[config.mk]
export PLATFORM = sky130hd
export DESIGN_NAME = adc_sample_packer
export DESIGN_NICKNAME = d
export VERILOG_FILES = /design/src/rtl/adc_sample_packer.sv
export SDC_FILE = /design/constraint.sdc
export NUM_CORES = 1
export LEC_CHECK = 0
export ABC_AREA = 1
export CORE_MARGIN = 1
export CORE_UTILIZATION = 40
export CTS_BUF_LIST = sky130_fd_sc_hd__clkbuf_4
export DETAILED_ROUTE_END_ITERATION = 6
export PLACE_DENSITY_LB_ADDON = 0.08
export SLEW_MARGIN = 40
export SYNTH_ARGS = -nofsm -noshare
export SYNTH_HDL_FRONTEND = slang
export SYNTH_SLANG_ARGS = --single-unit
[constraint.sdc]
create_clock -name clk_50 -period 2.09 [get_ports clk_50]
set_input_delay 0.627 -clock clk_50 [delete_from_list [all_inputs] [get_ports clk_50]]
set_output_delay 0.627 -clock clk_50 [all_outputs]
set_load 0.005 [all_outputs]
[src/rtl/adc_sample_packer.sv]
// Averages blocks of 2^DECIM_LOG2 three-channel ADC sample sets and writes each
// block as a two-word pair into an Avalon-MM FIFO, counting blocks lost to backpressure.
module adc_sample_packer #(
  parameter int DECIM_LOG2 = 2
) (
  input  logic        clk_50,
  input  logic        reset_n,
  input  logic        enable,
  input  logic [11:0] reading0,
  input  logic [11:0] reading1,
  input  logic [11:0] reading2,
  input  logic        reading_valid,
  output logic [31:0] fifo_in_writedata,
  output logic        fifo_in_write,
  input  logic        fifo_in_waitrequest,
  output logic [15:0] drop_count,
  output logic        busy
);

  localparam int AW = 12 + DECIM_LOG2;
  localparam int CW = (DECIM_LOG2 > 0) ? DECIM_LOG2 : 1;
  localparam logic [CW-1:0] CNT_LAST = CW'((1 << DECIM_LOG2) - 1);

  typedef enum logic [1:0] {ACCUM, WR0, WR1} state_e;

  state_e        state_q;
  logic [AW-1:0] acc0_q, acc1_q, acc2_q;
  logic [AW-1:0] acc0_d, acc1_d, acc2_d;
  logic [CW-1:0] cnt_q;
  logic [11:0]   avg0_d, avg1_d, avg2_d;
  logic [11:0]   avg2_q;
  logic [3:0]    seq_q;
  logic [31:0]   wdata_q;
  logic          write_q;
  logic          busy_q;
  logic [15:0]   drop_q;
  logic          sampleTaken;
  logic          blockDone;
  logic          writeAccepted;

  // The completing sample is folded into the sums before the shift.
  always_comb begin
    acc0_d        = acc0_q + AW'(reading0);
    acc1_d        = acc1_q + AW'(reading1);
    acc2_d        = acc2_q + AW'(reading2);
    avg0_d        = 12'(acc0_d >> DECIM_LOG2);
    avg1_d        = 12'(acc1_d >> DECIM_LOG2);
    avg2_d        = 12'(acc2_d >> DECIM_LOG2);
    sampleTaken   = enable & reading_valid;
    blockDone     = sampleTaken & (cnt_q == CNT_LAST);
    writeAccepted = write_q & ~fifo_in_waitrequest;
  end

  always_ff @(posedge clk_50 or negedge reset_n) begin
    if (!reset_n) begin
      acc0_q <= '0;
      acc1_q <= '0;
      acc2_q <= '0;
      cnt_q  <= '0;
    end else if (!enable || blockDone) begin
      acc0_q <= '0;
      acc1_q <= '0;
      acc2_q <= '0;
      cnt_q  <= '0;
    end else if (reading_valid) begin
      acc0_q <= acc0_d;
      acc1_q <= acc1_d;
      acc2_q <= acc2_d;
      cnt_q  <= cnt_q + CW'(1);
    end
  end

  // Accumulation never pauses, so a block finishing outside ACCUM has nowhere to go.
  always_ff @(posedge clk_50 or negedge reset_n) begin
    if (!reset_n) begin
      state_q <= ACCUM;
      avg2_q  <= '0;
      seq_q   <= '0;
      wdata_q <= '0;
      write_q <= 1'b0;
      busy_q  <= 1'b0;
      drop_q  <= '0;
    end else begin
      if (blockDone && state_q != ACCUM && drop_q != 16'hFFFF) begin
        drop_q <= drop_q + 16'd1;
      end
      case (state_q)
        ACCUM: begin
          if (blockDone) begin
            avg2_q  <= avg2_d;
            wdata_q <= {4'hA, seq_q, avg1_d, avg0_d};
            write_q <= 1'b1;
            busy_q  <= 1'b1;
            state_q <= WR0;
          end
        end
        WR0: begin
          if (writeAccepted) begin
            wdata_q <= {4'h5, seq_q, 12'h000, avg2_q};
            state_q <= WR1;
          end
        end
        WR1: begin
          if (writeAccepted) begin
            wdata_q <= '0;
            write_q <= 1'b0;
            busy_q  <= 1'b0;
            seq_q   <= seq_q + 4'd1;
            state_q <= ACCUM;
          end
        end
        default: begin
          write_q <= 1'b0;
          busy_q  <= 1'b0;
          state_q <= ACCUM;
        end
      endcase
    end
  end

  assign fifo_in_writedata = wdata_q;
  assign fifo_in_write     = write_q;
  assign drop_count        = drop_q;
  assign busy              = busy_q;

endmodule

=== Word-level counts from Yosys, hierarchy flattened ===
Cells that the tools add are included.

* Flip-flop bits (word level): 111
* Input port bits: 41

* Add/subtract/negate cells: 6
* Eq/ne operators: 7
* Mux-type cells: 19
* Bitwise operators: 5
* Reduce and logical (&&, ||, !) cells: 13

{| class="wikitable"
|+ Operator list
! cell !! count
|-
| $mux 32 || 3
|-
| $pmux 32 s3 || 1
|-
| $mux 14 || 6
|-
| $add 14x12->14 || 3
|-
| $add 16x1->16 const B || 1
|-
| $ne 16x16->1 const B || 1
|-
| $mux 2 || 5
|-
| $ne 2x2->1 const B || 3
|-
| $pmux 2 s3 || 1
|-
| $reduce_and 3->1 || 2
|-
| $add 4x1->4 const B || 1
|-
| $eq 2x2->1 const B || 2
|-
| $reduce_and 2->1 || 2
|-
| $reduce_and 4->1 || 1
|-
| $reduce_bool 2->1 || 2
|-
| $and 1x1->1 || 3
|-
| $pmux 1 s3 || 1
|-
| $reduce_bool 3->1 || 1
|-
| $add 2x1->2 const B || 1
|-
| $eq 2x1->1 const B || 1
|-
| $logic_and 1x1->1 || 2
|-
| $logic_not 2->1 || 1
|-
| $mux 1 || 2
|-
| $not 1->1 || 2
|-
| other kinds (2) || 2
|}

=== Logic depth before layout (Yosys ltp) ===
Gate-level depths: netlist (run 1).

* Depth after elaboration: 4
* Gate-level depth with buffers: 12

=== Worst setup path after synthesis (run 1) ===
No wires, ideal clock.

* Kind: input to register
* From: input reading2[0]
* To: register avg2_q[4]
* Data arrival time: 1.943 ns
* Data required time: 1.973 ns
* Setup slack: 0.030 ns
* Stages: 9
* Buffers on the path: 0
* Cell sequence: ha_1 > fa_1 > nand3_1 > nand2_1 > inv_1 > o21ai_0 > or2_2 > nand3_1 > nand2_1

* Longest elaborated chain between the ends: 1

{| class="wikitable"
|+ RTL lines
! element !! line !! source
|-
| from (decl) || 11 || <nowiki>input logic [11:0] reading2,</nowiki>
|-
| $add 14x12->14 || 45 || <nowiki>acc2_d = acc2_q + AW'(reading2);</nowiki>
|-
| to (signal assigned) || 90 || <nowiki>avg2_q <= avg2_d;</nowiki>
|-
| to (decl) || 31 || <nowiki>logic [11:0] avg2_q;</nowiki>
|}

No other way between the ends.
A chain may end at the register's enable or synchronous reset.

=== Final worst setup path (run 1) ===
* From: register wdata_q[14], in the netlist fifo_in_writedata[14]
* To: output fifo_in_writedata[14]

{| class="wikitable"
|+ RTL lines
! element !! line !! source
|-
| from (decl) || 33 || <nowiki>logic [31:0] wdata_q;</nowiki>
|-
| from (signal assigned) || 91 || <nowiki>wdata_q <= {4'hA, seq_q, avg1_d, avg0_d};</nowiki>
|-
| from (signal assigned) || 99 || <nowiki>wdata_q <= {4'h5, seq_q, 12'h000, avg2_q};</nowiki>
|-
| to (decl) || 13 || <nowiki>output logic [31:0] fifo_in_writedata,</nowiki>
|}

No word-level cell between the ends.

==> metrics.md, run 1 <==
| Metric | Value |
|---|---|
| Status | complete, no violations |
| Clock slew at reported path FFs | 170 ps |
| Final Max Slew Viols | 0 |
| Crit path max-delay family | buffers and inverters |
| Synthesis Warnings | 0 |
| Die Span Y | 131 µm |
| Share of cells above drive strength 1 | 0.144 |
| F_max | 0.497 GHz |
| DP Worst Slack | -472 ps |
| Sw Pwr | 3.17 mW |
| Min Clock Period, post-route | 2010 ps |
| WHS | 462 ps |
| Setup TNS | 0 ps |
| Layout Skew | 22.3 ps |
| Reg2Reg Setup Slack | 270 ps |
| Post-Syn Instances | 850 |
| Min-delay worst type | in2async |
| Worst slew pin tran | 390 ps |
| Pwr Total | 8.13 mW |
| Die W | 131 µm |
| Worst setup slack after layout | 77.8 ps |
| Yosys top cell by area | dfrtp_1 |
| Clock share of power | 0.141 |
| CTS tree | done |
| Vias in the first global route | 5716 |
| Core area | 16100 µm² |
| R2R depth | 9 |
| Final nets | 1120 |
| Worst-path fanout max | 2 |
| Asr flop ratio synth | 1.00 |
| Sink Count | 109 |
| CP Data Required Time | 1460 ps |
| P_leak | 4.96 nW |
| Syn Area/Cell | 7.80 µm² |
| EDFF count, synth | 0 |
| Remaining Overflow, GRT | 0 |
| CP Capture Type | output pin |
| Die area | 17100 µm² |
| H-tree level count | 3 |
| CP Capture Point | fifo_in_writedata[14] |
| TritonCTS Buffers | 9 |
| Max Cap Violations | 0 |
| Top cell type's share of synthesized area | 0.411 |
| First-pass GRT wire length | 27.5 mm |
| Placed insts | 1215 |
| Critical R2R Capture | acc2_q[6] |
| #FFs+latches synth | 109 |
| Drt pass-1 iters | 5 |
| Wire per inst | 13.3 µm |
| Crit-path max cell delay | 510 ps |
| Internal Pwr Total | 4.96 mW |
| Startpoint Class | flop |
| Post-DRT Antenna Nets | 0 |
| Yosys cell types | 39 |
| Setup violators final | 0 |
| Post-DP HPWL | 12.5 mm |
| I/O Buffers | 90 |
| Main flop type after synthesis | dfrtp_1 |
| RSZ-0062 raised after global routing | no |
| Reg power frac | 0.359 |
| P&R area growth vs syn | 31.7% |
| Post-synth net total | 937 |
| Clk buf depth | 2 |
| Initial Util | 0.413 |
| Worst EP arrival | 1390 ps |
| Initial antenna violation count | 1 |
| Rel. slew slack | 0.740 |
| Via count | 5919 |
| Post-Synthesis Cell Area | 6630 µm² |
| Slowest CP cell | clkdlybuf4s50_1 |
| Critical-path cell list | clkdlybuf4s50_1 |
| Switching share of power | 0.391 |
| 1st-iter DRT viols | 365 |
| Non-filler cells, final | 1255 |
| Post-Route WL | 16.7 mm |
| CP startpoint | fifo_in_writedata[14] |
| Worst path depth | 1 |
| Setup CP Type | reg2out |
| DRC Markers | 0 |
| Final Hold Fails | 0 |
| Maximum VDD drop | 0.376 mV |
| Gp weighted congestion | 0.860 |
| Io pins | 91 |
| R2R Path Start | acc2_q[0] |
| Cell Pwr Density | 931 nW/µm² |
| CTS root buf | clkbuf_4 |
| CP Buf/Inv Count | 1 |
| GRT Total Usage | 0.207 |
| Post-synthesis sequential area ratio | 0.411 |
| Worst skew pair latency | 500 ps |
| Final Cycle Share | 0.963 |
| DR vias/cell | 4.72 |
| Comb power frac | 0.500 |
| Row count | 46 |
| Maximum number of pins on one net before global-route repair | 53 |
| Dominant cells by area after synthesis | dfrtp_1 (41%), nand2_1 (16%), ha_1 (8.1%) |
==> worst min-delay path by stage <==
stage / to / slack, ps / cells past startpoint
6_report: acc0_q[5] / 460 / 2
5_1_grt: acc0_q[5] / 430 / 2
4_1_cts: acc0_q[3] / 430 / 2
3_5_place_dp: acc0_q[5] / 440 / 1
3_3_place_gp: acc0_q[5] / 440 / 1
2_1_floorplan: acc0_q[0] / 330 / 0
==> flip-flops by register name (all words and copies together), names as in the netlist <==
register and count:
acc0_q 14, acc1_q 14, acc2_q 14, avg2_q 12
busy 1, cnt_q 2, drop_count 16, fifo_in_writedata 30
seq_q 4, state_q 2
==> cell usage after synthesis (8+ instances only) <==
| cell | count |
|---|---|
| nand4_1 | 11 |
| nand3_1 | 77 |
| inv_1 | 81 |
| xnor2_1 | 11 |
| xor2_1 | 21 |
| a22o_1 | 10 |
| nand2_1 | 291 |
| dfrtp_1 | 109 |
| a21oi_1 | 33 |
| or2_2 | 8 |
| nor2_1 | 50 |
| nand3b_1 | 8 |
| o21ai_0 | 22 |
| buf_2 | 8 |
| ha_1 | 43 |
==> logic make-up after synthesis <==
kind of cell / Yosys count / share of synthesized area
adder cells (fa/ha/maj): 46 / 0.0902
buffers and inverters: 104 / 0.0657
AO/OA/AOI/OAI: 98 / 0.0919
flip-flops: 109 / 0.411
XOR/XNOR: 32 / 0.0423
AND/OR/NAND/NOR: 460 / 0.297
multiplexers: 1 / 0.00170
==> cell type report <==
type / instances / area, µm²
antenna: 1 / 2.50
clock inverter: 5 / 61.3
sequential: 109 / 2730
tap: 216 / 270
clock buffer: 11 / 82.6
timing repair buffer: 191 / 1780
fill: 1549 / 7330
inverter: 85 / 324
multi-input combinational: 637 / 3480
==> layout by cell type (no fill, tap or decap), types with 3 or more instances in the layout <==
master	count
or2_2	8
ha_1	43
dfrtp_1	107
nand3_1	76
buf_12	5
dlymetal6s2s_1	29
o21a_1	3
a21boi_1	4
a21o_1	5
o21ai_2	5
inv_1	80
clkdlybuf4s50_1	50
nand2_1	291
buf_4	96
inv_2	3
a2bb2oi_1	5
nor2_1	49
dlygate4sd2_1	10
nand4_1	11
o21ai_0	21
nand3b_1	8
clkinvlp_4	3
xor2_1	21
xnor2_1	11
a31oi_1	3
a21oi_1	33
o21ai_1	3
nor3_1	5
o22ai_1	5
clkbuf_4	11
a22o_1	10
==> power by group through the flow <==
| stage | logic, mW | registers (mW) | clock network (mW) |
|---|---|---|---|
| floorplan | 2.35 | 2.92 | 0 |
| global placement | 4.04 | 2.99 | 0 |
| detailed placement | 4.05 | 2.99 | 0 |
| CTS | 4.09 | 2.93 | 1.20 |
| global route | 4.58 | 2.97 | 1.28 |
| finish | 4.07 | 2.92 | 1.14 |
==> metal layers <==
layer / vias to the layer above / routed length (µm) / global-route usage
li1: 3127 / - / -
met1: 2688 / 8340 / 0.281
met2: 90 / 7610 / 0.341
met3: 14 / 522 / 0.0440
met4: 0 / 187 / 0.0446
met5: - / 0 / 0
==> stage by stage <==
stage               area [µm²]  utilization
finish                    8730        0.544
global placement          8340        0.519
global route              8730        0.544
floorplan                 6630            -
detailed placement        8340        0.519
CTS                       8590        0.535
==> what timing repair did <==
item,CTS,global route
gates resized for setup,12,33
setup endpoints to repair,24,40
hold endpoints to repair,2,0
pin swaps,0,0
hold buffers,1,0
buffers inserted,14,8
Power figures use the tool's default switching activity.
==> run 2, diff against run 1 <==
--- a/config.mk
+++ b/config.mk
@@ -7,7 +7,7 @@
 export LEC_CHECK = 0
 export ABC_AREA = 1
 export CORE_MARGIN = 1
-export CORE_UTILIZATION = 40
+export CORE_UTILIZATION = 57
 export CTS_BUF_LIST = sky130_fd_sc_hd__clkbuf_4
 export DETAILED_ROUTE_END_ITERATION = 6
 export PLACE_DENSITY_LB_ADDON = 0.08
==> run 2 against run 1 <==
Net effect: non-clock buffer count shrank 7; first-iteration DRC count shrank 2.2%; maximum frequency shrank 2.0%; wire length grew 1.7%; die area shrank 29%; cell count shrank 6.5%; final area shrank 2.0%; sequential power is essentially flat; core utilization grew 21 points.
==> metrics.md, run 2 (synthesis gave the netlist of run 1 again) <==
| Metric | Value |
|---|---|
| Post-Route WL | 16.9 mm |
| Row count | 39 |
| Drt pass-1 iters | 5 |
| Post-DRT Antenna Nets | 0 |
| Multi-input logic area | 3490 µm² |
| Initial antenna violation count | 0 |
| CTS root buf | clkbuf_4 |
| Final Max Slew Viols | 0 |
| Pwr Total | 8.07 mW |
| Worst EP arrival | 1430 ps |
| Gp weighted congestion | 0.997 |
| Max Cap Violations | 0 |
| DR vias/cell | 5.33 |
| Via count | 6256 |
| Most frequent cells in the layout | nand2_1 (290), dfrtp_1 (108), buf_4 (91) |
| I/O Buffers | 90 |
| Min-delay worst type | in2async |
| Antenna cells | 0 |
| F_max | 0.487 GHz |
| Post-DP HPWL | 12.4 mm |
| RSZ-0062 raised after global routing | no |
| Crit path max-delay family | buffers and inverters |
| Fillers | 862 |
| Worst-path fanout max | 2 |
| Setup CP Type | reg2out |
| Slowest CP cell | clkdlybuf4s50_1 |
| Rel. slew slack | 0.730 |
| Sink Count | 109 |
| Placed insts | 1131 |
| P_leak | 4.80 nW |
| WHS | 69.4 ps |
| Clock slew at reported path FFs | 190 ps |
| Vias in the first global route | 5979 |
| P&R area growth vs syn | 29.0% |
| Initial Util | 0.583 |
| CTS tree | done |
| Core area | 11400 µm² |
| CP Data Required Time | 1460 ps |
| Maximum number of pins on one net before global-route repair | 66 |
| DRC Markers | 0 |
| CP Buf/Inv Count | 1 |
| Maximum VDD drop | 0.690 mV |
| Share of cells above drive strength 1 | 0.140 |
| Most common cell after layout, fill and taps aside | nand2_1 |
| Cell Pwr Density | 944 nW/µm² |
| CP Capture Type | output pin |
| Die area | 12100 µm² |
| Layout Skew | 21.6 ps |
| TritonCTS Buffers | 9 |
| Startpoint Class | flop |
| 1st-iter DRT viols | 357 |
| Worst slew pin tran | 404 ps |
| Final Cycle Share | 0.982 |
| H-tree level count | 3 |
| Wire per inst | 14.4 µm |
| Crit-path max cell delay | 510 ps |
| Status | complete, no violations |
| Clk buf depth | 2 |
| Non-filler cells, final | 1174 |
| Remaining Overflow, GRT | 0 |
| Final nets | 1113 |
| Largest register FFs | 30 |
| Worst skew pair latency | 500 ps |
| Setup violators final | 0 |
| Final Hold Fails | 0 |
| First-pass GRT wire length | 26.9 mm |
| Min Clock Period, post-route | 2050 ps |
| Critical-path cell list | clkdlybuf4s50_1 |
| Io pins | 91 |
| Die Span Y | 110 µm |
| Die W | 110 µm |
| Register area | 2730 µm² |
| GRT Total Usage | 0.287 |
## run 2: stage by stage
| step | worst slack, ps | setup TNS (ps) | instance area, µm² | utilization |
|---|---|---|---|---|
| after global routing | 0.181 | 0 | 8550 | 0.752 |
| after detailed placement | -474 | -20440 | 8150 | 0.717 |
| after CTS | 1.79 | 0 | 8370 | 0.737 |
| after floorplan | 29.8 | 0 | 6630 | - |
| final | 37.4 | 0 | 8550 | 0.752 |
| after global placement | -396 | -17690 | 8150 | 0.717 |
## run 2: routing by layer
layer	up-vias	track usage	routed length, µm
li1	3108	-	-
met1	2935	0.361	7400
met2	192	0.497	8340
met3	21	0.0634	952
met4	0	0.0771	249
met5	-	0	0
## run 2: area by class of cell
cell class	count	area share
Multi-Input combinational cell	637	0.408
Inverter	85	0.0379
Sequential cell	109	0.319
Tap cell	143	0.0209
Clock buffer	9	0.00790
Timing Repair Buffer	184	0.199
Clock inverter	7	0.00658
## run 2: final timing paths
path	start	to	slack (ps)	depth (start not counted)
worst max-delay path	drop_count[6]	drop_count[6]	40	1
min in group clk_50	seq_q[3]	seq_q[3]	490	1
max in group asynchronous	reset_n	fifo_in_writedata[13]	1670	2
worst min register to register	seq_q[3]	seq_q[3]	490	1
worst min-delay path	reset_n	acc0_q[5]	70	2
worst max register to register	state_q[0]	fifo_in_writedata[15]	210	9
## run 2: power breakdown
part	total (mW)	internal [mW]	switching (mW)
registers	2.94	2.60	0.335
clock network	1.03	0.259	0.771
logic	4.10	1.95	2.15
## run 2: timing repair
item	4_1_cts	5_1_grt
hold buffers	0	0
setup endpoints to repair	22	34
setup buffers	14	13
gates resized for setup	7	29
pin swaps	0	0
cloned	0	0
